### src/rtl/rv_div_pkg.sv
// Shared encodings for the iterative M-extension divider.
// Op codes, FSM states and the divide-by-zero quotient fill.
package rv_div_pkg;

  localparam logic [1:0] OP_DIV  = 2'b00;
  localparam logic [1:0] OP_DIVU = 2'b01;
  localparam logic [1:0] OP_REM  = 2'b10;
  localparam logic [1:0] OP_REMU = 2'b11;

  // Quotient on divide-by-zero is all ones at any width.
  localparam logic DIVZ_BIT = 1'b1;

  typedef enum logic [1:0] {
    S_IDLE = 2'b00,
    S_CALC = 2'b01,
    S_FIX  = 2'b10,
    S_DONE = 2'b11
  } state_e;

endpackage

### src/rtl/div_iter_step.sv
// One restoring-division step: shift in a dividend bit,
// subtract the divisor when it fits.
module div_iter_step #(
  parameter int XLEN = 32
) (
  input  logic [XLEN:0]   rem_i,
  input  logic            a_bit_i,
  input  logic [XLEN-1:0] b_i,
  output logic [XLEN:0]   rem_o,
  output logic            q_bit_o
);

  logic [XLEN:0] shifted;
  logic [XLEN:0] b_ext;

  always_comb begin
    shifted = (rem_i << 1) | {{XLEN{1'b0}}, a_bit_i};
    b_ext   = {1'b0, b_i};
    q_bit_o = (shifted >= b_ext);
    rem_o   = q_bit_o ? (shifted - b_ext) : shifted;
  end

endmodule

### src/rtl/div_iter_rv.sv
// Iterative radix-2 divider for DIV/DIVU/REM/REMU with
// RISC-V corner-case results, writeback tag and flush.
module div_iter_rv
  import rv_div_pkg::*;
#(
  parameter int XLEN  = 32,
  parameter int TAG_W = 5
) (
  input  logic             clk,
  input  logic             rst,
  input  logic             start_i,
  input  logic [1:0]       op_i,
  input  logic [XLEN-1:0]  dividend_i,
  input  logic [XLEN-1:0]  divisor_i,
  input  logic [TAG_W-1:0] tag_i,
  input  logic             flush_i,
  output logic             busy_o,
  output logic             valid_o,
  output logic [XLEN-1:0]  result_o,
  output logic [TAG_W-1:0] tag_o
);

  localparam int CW = $clog2(XLEN);
  localparam logic [XLEN-1:0] MIN_NEG = {1'b1, {(XLEN-1){1'b0}}};

  state_e state_q, state_d;
  logic [XLEN-1:0]  a_q, a_d, b_q, b_d, q_q, q_d;
  logic [XLEN-1:0]  res_q, res_d, out_q, out_d;
  logic [XLEN:0]    rem_q, rem_d;
  logic [CW-1:0]    cnt_q, cnt_d;
  logic             qneg_q, qneg_d, rneg_q, rneg_d;
  logic             isrem_q, isrem_d;
  logic [TAG_W-1:0] tag_q, tag_d, tago_q, tago_d;

  logic            accept, sgn, a_neg, b_neg, step_q;
  logic [XLEN:0]   step_rem;
  logic [XLEN-1:0] a_abs, b_abs, quot, remv;

  div_iter_step #(.XLEN(XLEN)) u_step (
    .rem_i   (rem_q),
    .a_bit_i (a_q[cnt_q]),
    .b_i     (b_q),
    .rem_o   (step_rem),
    .q_bit_o (step_q)
  );

  always_comb begin
    state_d = state_q;
    a_d     = a_q;
    b_d     = b_q;
    q_d     = q_q;
    rem_d   = rem_q;
    cnt_d   = cnt_q;
    qneg_d  = qneg_q;
    rneg_d  = rneg_q;
    isrem_d = isrem_q;
    tag_d   = tag_q;
    res_d   = res_q;
    out_d   = out_q;
    tago_d  = tago_q;

    accept = (state_q == S_IDLE) && start_i && !flush_i;
    sgn    = ~op_i[0];
    a_neg  = sgn & dividend_i[XLEN-1];
    b_neg  = sgn & divisor_i[XLEN-1];
    a_abs  = a_neg ? -dividend_i : dividend_i;
    b_abs  = b_neg ? -divisor_i : divisor_i;
    quot   = qneg_q ? -q_q : q_q;
    remv   = rneg_q ? -rem_q[XLEN-1:0] : rem_q[XLEN-1:0];

    unique case (state_q)
      S_IDLE: begin
        if (accept) begin
          tag_d   = tag_i;
          isrem_d = op_i[1];
          a_d     = a_abs;
          b_d     = b_abs;
          qneg_d  = a_neg ^ b_neg;
          rneg_d  = a_neg;
          rem_d   = '0;
          q_d     = '0;
          cnt_d   = CW'(XLEN - 1);
          if (divisor_i == '0) begin
            res_d   = op_i[1] ? dividend_i : {XLEN{DIVZ_BIT}};
            state_d = S_DONE;
          end else if (sgn && dividend_i == MIN_NEG
                       && divisor_i == '1) begin
            res_d   = op_i[1] ? '0 : dividend_i;
            state_d = S_DONE;
          end else begin
            state_d = S_CALC;
          end
        end
      end
      S_CALC: begin
        rem_d = step_rem;
        q_d   = {q_q[XLEN-2:0], step_q};
        cnt_d = cnt_q - 1'b1;
        if (cnt_q == '0) state_d = S_FIX;
      end
      S_FIX: begin
        res_d   = isrem_q ? remv : quot;
        state_d = S_DONE;
      end
      S_DONE: begin
        out_d   = res_q;
        tago_d  = tag_q;
        state_d = S_IDLE;
      end
      default: state_d = S_IDLE;
    endcase

    // Flush aborts everything, including the DONE-cycle commit.
    if (flush_i) begin
      state_d = S_IDLE;
      out_d   = out_q;
      tago_d  = tago_q;
    end
  end

  always_ff @(posedge clk) begin
    if (rst) begin
      state_q <= S_IDLE;
      a_q     <= '0;
      b_q     <= '0;
      q_q     <= '0;
      rem_q   <= '0;
      cnt_q   <= '0;
      qneg_q  <= 1'b0;
      rneg_q  <= 1'b0;
      isrem_q <= 1'b0;
      tag_q   <= '0;
      res_q   <= '0;
      out_q   <= '0;
      tago_q  <= '0;
    end else begin
      state_q <= state_d;
      a_q     <= a_d;
      b_q     <= b_d;
      q_q     <= q_d;
      rem_q   <= rem_d;
      cnt_q   <= cnt_d;
      qneg_q  <= qneg_d;
      rneg_q  <= rneg_d;
      isrem_q <= isrem_d;
      tag_q   <= tag_d;
      res_q   <= res_d;
      out_q   <= out_d;
      tago_q  <= tago_d;
    end
  end

  assign busy_o   = (state_q == S_CALC) || (state_q == S_FIX);
  assign valid_o  = (state_q == S_DONE) && !flush_i;
  assign result_o = valid_o ? res_q : out_q;
  assign tag_o    = valid_o ? tag_q : tago_q;

endmodule
### config.mk
export PLATFORM = sky130hd
export DESIGN_NAME = div_iter_rv
export DESIGN_NICKNAME = d
export VERILOG_FILES = /design/src/rtl/rv_div_pkg.sv /design/src/rtl/div_iter_step.sv /design/src/rtl/div_iter_rv.sv
export SDC_FILE = /design/constraint.sdc
export NUM_CORES = 1
export LEC_CHECK = 0
export BUFFER_PORTS_ARGS = -buffer_cell sky130_fd_sc_hd__clkbuf_2
export CORE_MARGIN = 5
export CORE_UTILIZATION = 55
export DETAILED_ROUTE_END_ITERATION = 6
export PLACE_DENSITY = 0.78
export SETUP_SLACK_MARGIN = 0.4
export SKIP_CTS_REPAIR_TIMING = 1
export SLEW_MARGIN = 40
export SYNTH_ARGS = -nofsm -noshare
export SYNTH_HDL_FRONTEND = slang
export SYNTH_SLANG_ARGS = --single-unit
### constraint.sdc
create_clock -name clk -period 4.5 [get_ports clk]
set_input_delay 0 -clock clk [delete_from_list [all_inputs] [get_ports clk]]
set_output_delay 0 -clock clk [all_outputs]
set_load 0.01 [all_outputs]
Yosys cells after proc, flatten, opt, wreduce, memory -nomap -nowiden:

Index checks and enable logic that the tools add are counted.

* logic and storage cells: 80
* bits in registers: 212
* output and inout bits: 39
* input port bits: 75

* add/sub/neg operators: 6
* bitwise operators: 6
* reductions and logical operators: 18
* $lt $le $gt $ge: 2
* muxes and demuxes: 27
* eq/ne operators: 8

Operators with widths (count)
* 32-bit 2-to-1 mux: 14
* 32-bit one-hot mux with 2 select lines: 3
* 32-bit negation: 4
* 32-bit == test (second input constant): 2
* 33-bit by 32-bit >= comparator with 1-bit output: 1
* 33-bit by 1-bit bitwise OR with 33-bit output: 1
* 32-bit logical NOT: 1
* 32-bit subtractor: 1
* 5-bit 2-to-1 mux: 2
* 5-bit one-hot mux with 2 select lines: 1
* 2-bit 2-to-1 mux: 4
* 2-bit one-hot mux with 4 select lines: 1
* 2-bit AND reduction: 4
* 5-bit by 6-bit less-than comparator with 1-bit output (second input constant): 1
* 1-bit binary-select mux with 5-bit select: 1
* 1-bit logical AND: 5
* 5-bit logical NOT: 1
* 5-bit by 1-bit subtractor with 5-bit output (second input constant): 1
* 2-bit == test (second input constant): 2
* 2-bit inequality test (second input constant): 2
* 2-bit nonzero test: 2
* 3-bit by 1-bit inequality test with 1-bit output (second input constant): 1
* 3-bit AND reduction: 1
* 1-bit AND: 2
* other kinds (8): 9

Logic depth before layout (Yosys ltp):

* word-level depth: 7
* depth in mapped cells: 16

Hierarchy:

From an unflattened synthesis, not the netlist that was laid out.

* cell total of the unflattened synthesis: 1703
* area total of the unflattened synthesis: 14111.0 um2

By module, submodules not included
* div_iter_rv: times used 1, area an instance 11383.4 um2, cells an instance 1322, seq. area each 4264.1 um2
* div_iter_step: times used 1, area an instance 2727.6 um2, cells an instance 381, seq. area each 0.0 um2

Worst setup path after synthesis:

OpenSTA, ideal clock, no wires.

* kind: reg2reg
* from: register cnt_q[0]
* to: register rem_q[12]
* setup time: 0.128 ns
* period minus slack after synthesis: 4.180 ns
* stages on the path, launching flop included: 17
* path buffers: 3
* data arrival time: 4.052 ns
* setup slack: 0.320 ns
* cell sequence: dfxtp_1 -> buf_1 -> mux4_2 -> mux4_2 -> mux2i_1 -> ha_1 -> nor2b_1 -> o2111a_1 -> o211ai_1 -> a211oi_1 -> nor4_1 -> o211ai_1 -> and2_1 -> clkbuf_1 -> buf_4 -> mux2i_1 -> o21ai_0

* cells in the longest elaborated chain, start to end: 6
* elaborated cells on any way between the ends: 7
* those cells by class: add/sub (1); order compare (1); mux (4); bitwise (1)

RTL lines
* start: declaration: RTL line div_iter_rv.sv:30 `logic [CW-1:0] cnt_q, cnt_d;`
* start signal: assignment: RTL line div_iter_rv.sv:142 `cnt_q <= cnt_d;`
* 1-bit binary-select mux with 5-bit select *: RTL line div_iter_rv.sv:41 `.a_bit_i (a_q[cnt_q]),`
* 1-bit 2-to-1 mux (not written as such) *: RTL line div_iter_rv.sv:41
* 33-bit by 1-bit bitwise OR with 33-bit output *: RTL line div_iter_step.sv:17 `shifted = (rem_i << 1) | {{XLEN{1'b0}}, a_bit_i};`
* 32-bit subtractor / 33-bit by 32-bit >= comparator with 1-bit output (equally long branches): RTL line div_iter_step.sv:20, div_iter_step.sv:19
* 32-bit 2-to-1 mux *: RTL line div_iter_step.sv:20 `rem_o = q_bit_o ? (shifted - b_ext) : shifted;`
* 32-bit one-hot mux with 2 select lines *: RTL line div_iter_rv.sv:71 `unique case (state_q)`
* end signal: assignment: RTL line div_iter_rv.sv:141 `rem_q <= rem_d;`
* end: declaration: RTL line div_iter_rv.sv:29 `logic [XLEN:0] rem_q, rem_d;`

Every way passes the cells marked *; elsewhere a longest branch is shown, timed or not. The select of a mux whose other input is x is not followed.
A chain may end at the register's enable or synchronous reset.

Worst setup path after layout:

* from: register cnt_q[0]
* to: register rem_q[17]

The elaborated chain is that of the path after synthesis.

==> flow_metrics.env <==
export IMPL_insertion_delay_ns=0.52
export IMPL_grtUsageTotal_pct=26.66
export IMPL_wl_per_cell_um=18.88
export IMPL_antenna_found_initial=1
export IMPL_path_class="flop to flop"
export IMPL_synth_compound_area_share_pct=23.30
export IMPL_clk_pin_slew_ns=0.06
export IMPL_start_util_pct=55.52
export IMPL_ys_flop_type="dfxtp_1"
export IMPL_cts_tree="built"
export IMPL_synth_top_family_by_area="compound AO/OA/AOI/OAI gates"
export IMPL_critPathCaptureType="flop"
export IMPL_htreeDepth=1
export IMPL_yosysSeqAreaShare_pct=31.62
export IMPL_synthTopCellsByArea="dfxtp_1 32%, nor2_1 5.8%, xnor2_1 4.6%, a211oi_1 4.6%, nand2_1 4.4%"
export IMPL_async_flop_share_pct=0
export IMPL_overflow=0
export IMPL_clock_skew_ns=0.01126
export IMPL_drv_slew=0
export IMPL_grt_pass1_wl_mm=61.64
export IMPL_final_cell_area_um2=15960
export IMPL_row_count=57
export IMPL_max_slew_margin_pct=42.81
export IMPL_syn_area_per_cell_um2=7.934
export IMPL_min_period_ns=4.035
export IMPL_die_area_um2=27630
export IMPL_synth_xor_area_share_pct=8.743
export IMPL_root_buffer="clkbuf_16"
export IMPL_nets=1949
export IMPL_fin_tns_setup_ns=0
export IMPL_area_growth_syn_to_layout_pct=18.88
export IMPL_design_core_area_um2=24180
export IMPL_post_route_period_util_pct=89.66
export IMPL_synth_adder_area_share_pct=4.232
export IMPL_setup_viol=0
export IMPL_syn_cell_area_um2=13420
export IMPL_drtIter0Drc=1206
export IMPL_cts_buffers=24
export IMPL_dpl_cell_area_um2=14180
export IMPL_firstDrtPassIters=7
export IMPL_clock_fmax_mhz=247.9
export IMPL_syn_inst=1692
export IMPL_hpwlAfterDp_mm=28.63
export IMPL_place_ws_ns=0.08890
export IMPL_clock_path_buffers=3
export IMPL_io_buffers=113
export IMPL_synth_simple_area_share_pct=20.26
export IMPL_first_global_vias=11710
export IMPL_cp_arrival_ns=4.45
export IMPL_dieWidth_um=166.2
export IMPL_syn_nets=1811
export IMPL_worstHoldPathType="input port to flop"
export IMPL_drc=0
export IMPL_viasPerCell=6.117
export IMPL_ys_warn_count=0
export IMPL_holdWs_ns=0.02125
export IMPL_synth_largest_area_cell="dfxtp_1"
export IMPL_startpoint_type="flop"
export IMPL_synth_top_area_share_pct=31.62
export IMPL_io_pins=114
export IMPL_drive_gt1_share_pct=15.01
export IMPL_path_max_fanout=6
export IMPL_required_ns=4.91
export IMPL_drt_wl_total_mm=41.00
export IMPL_vias=13280
export IMPL_synthTopCellsByCount="212 x dfxtp_1, 206 x nor2_1, 159 x nand2_1"
export IMPL_setup_slack_ns=0.4653
export IMPL_rsz0062_at_grt="yes"
export IMPL_final_util_pct=66.01
export IMPL_rrSetupSlack_ns=0.47
export IMPL_muxShareOfSynthArea_pct=6.571
export IMPL_ys_types=73
export IMPL_cts_sinks=212
export IMPL_power_density_nw_per_um2=305.4
export IMPL_yosysMostFrequentCell="dfxtp_1"
export IMPL_peakVddDrop_v=0.0003064
export IMPL_synth_edf_count=0
export IMPL_antenna_left=0
export IMPL_grt_max_degree=112
export IMPL_place_congestion=0.9771
export IMPL_p_leak_nw=6.294
export IMPL_die_h_um=166.2
export IMPL_worst_slew_pin_slew_ns=0.8558
export IMPL_hold_viol=0
export IMPL_outcome="finished, final reports clean"
export IMPL_drv_cap=0
export IMPL_ys_seq_elements=212
==> final cells by class <==
type                    instances  area [um^2]
multi-input cells            1301         8559
fillers                      1938         8218
flip-flops and latches        212         4249
repair buffers                224         1673
clock buffers                  36        745.7
well taps                     324        405.4
inverters                      67        251.5
clock inverters                 6        72.57
diodes                          1        2.502
==> worst max-delay path, stage by stage (launching register included) <==
cell,delay (ns)
dfxtp_4,0.37
buf_12,0.12
mux4_2,0.50
mux4_2,0.50
mux2i_1,0.18
buf_4,0.19
ha_4,0.14
nor2b_2,0.04
o2111a_1,0.24
o211ai_1,0.26
a211oi_2,0.14
nor4_2,0.40
o211ai_1,0.17
and2_4,0.21
buf_12,0.16
mux2i_1,0.11
a22o_1,0.20
==> stage by stage <==
stage | cells | power (mW)
2_1_floorplan | 1692 | 2.569
3_3_place_gp | 2043 | 2.798
3_5_place_dp | 2043 | 2.813
4_1_cts | 2085 | 4.790
5_1_grt | 2171 | 5.073
6_report | 2171 | 4.874
==> path summary, 6_finish.rpt <==
| check | cells after the start | endpoint | from |
|---|---|---|---|
| max | 16 | rem_q[17] | cnt_q[0] |
| min | 3 | b_q[7] | divisor_i[7] |
| max reg2reg | 16 | rem_q[17] | cnt_q[0] |
| min reg2reg | 2 | tag_q[3] | tag_q[3] |
==> layer usage <==
layer | track usage (%) | part of all wire (%)
met5 | 0 | 0
met4 | 10.74 | 5.3
met3 | 3.309 | 6.3
met2 | 44.89 | 47
met1 | 34.88 | 41
==> kinds of logic after synthesis <==
group	after synthesis
xor gates and xnor gates	134
AOI/OAI and AO/OA	478
DFF	212
and+or+nand+nor	573
muxes	71
adders and majority gates	45
buffers and inverters	179
==> layout by cell type (no fill, tap or decap), drive strengths merged, types with 37 or more instances in the layout <==
cell,synthesis,layout
xnor2,71,71
dfxtp,212,212
nor2b,46,46
mux2,37,37
ha,43,43
inv,67,67
nand2,159,159
a211oi,89,89
o21ai,109,109
clkbuf,91,150
dlygate4sd3,0,77
nor2,206,206
xor2,63,63
a21oi,107,107
==> flip-flops by register name (all words and copies together), names as in the netlist, 32 cells and up <==
signal,cells
b_q,32
q_q,32
a_q,32
res_q,32
rem_q,32
out_q,32
==> report_power, final <==
| part | switching [mW] | internal (mW) | leakage (nW) |
|---|---|---|---|
| sequential | 0.0502 | 1.94 | 1.72 |
| combinational | 0.526 | 0.368 | 4.17 |
| clock | 0.791 | 1.20 | 0.403 |
No activity file was read; power rests on OpenSTA's default activity.
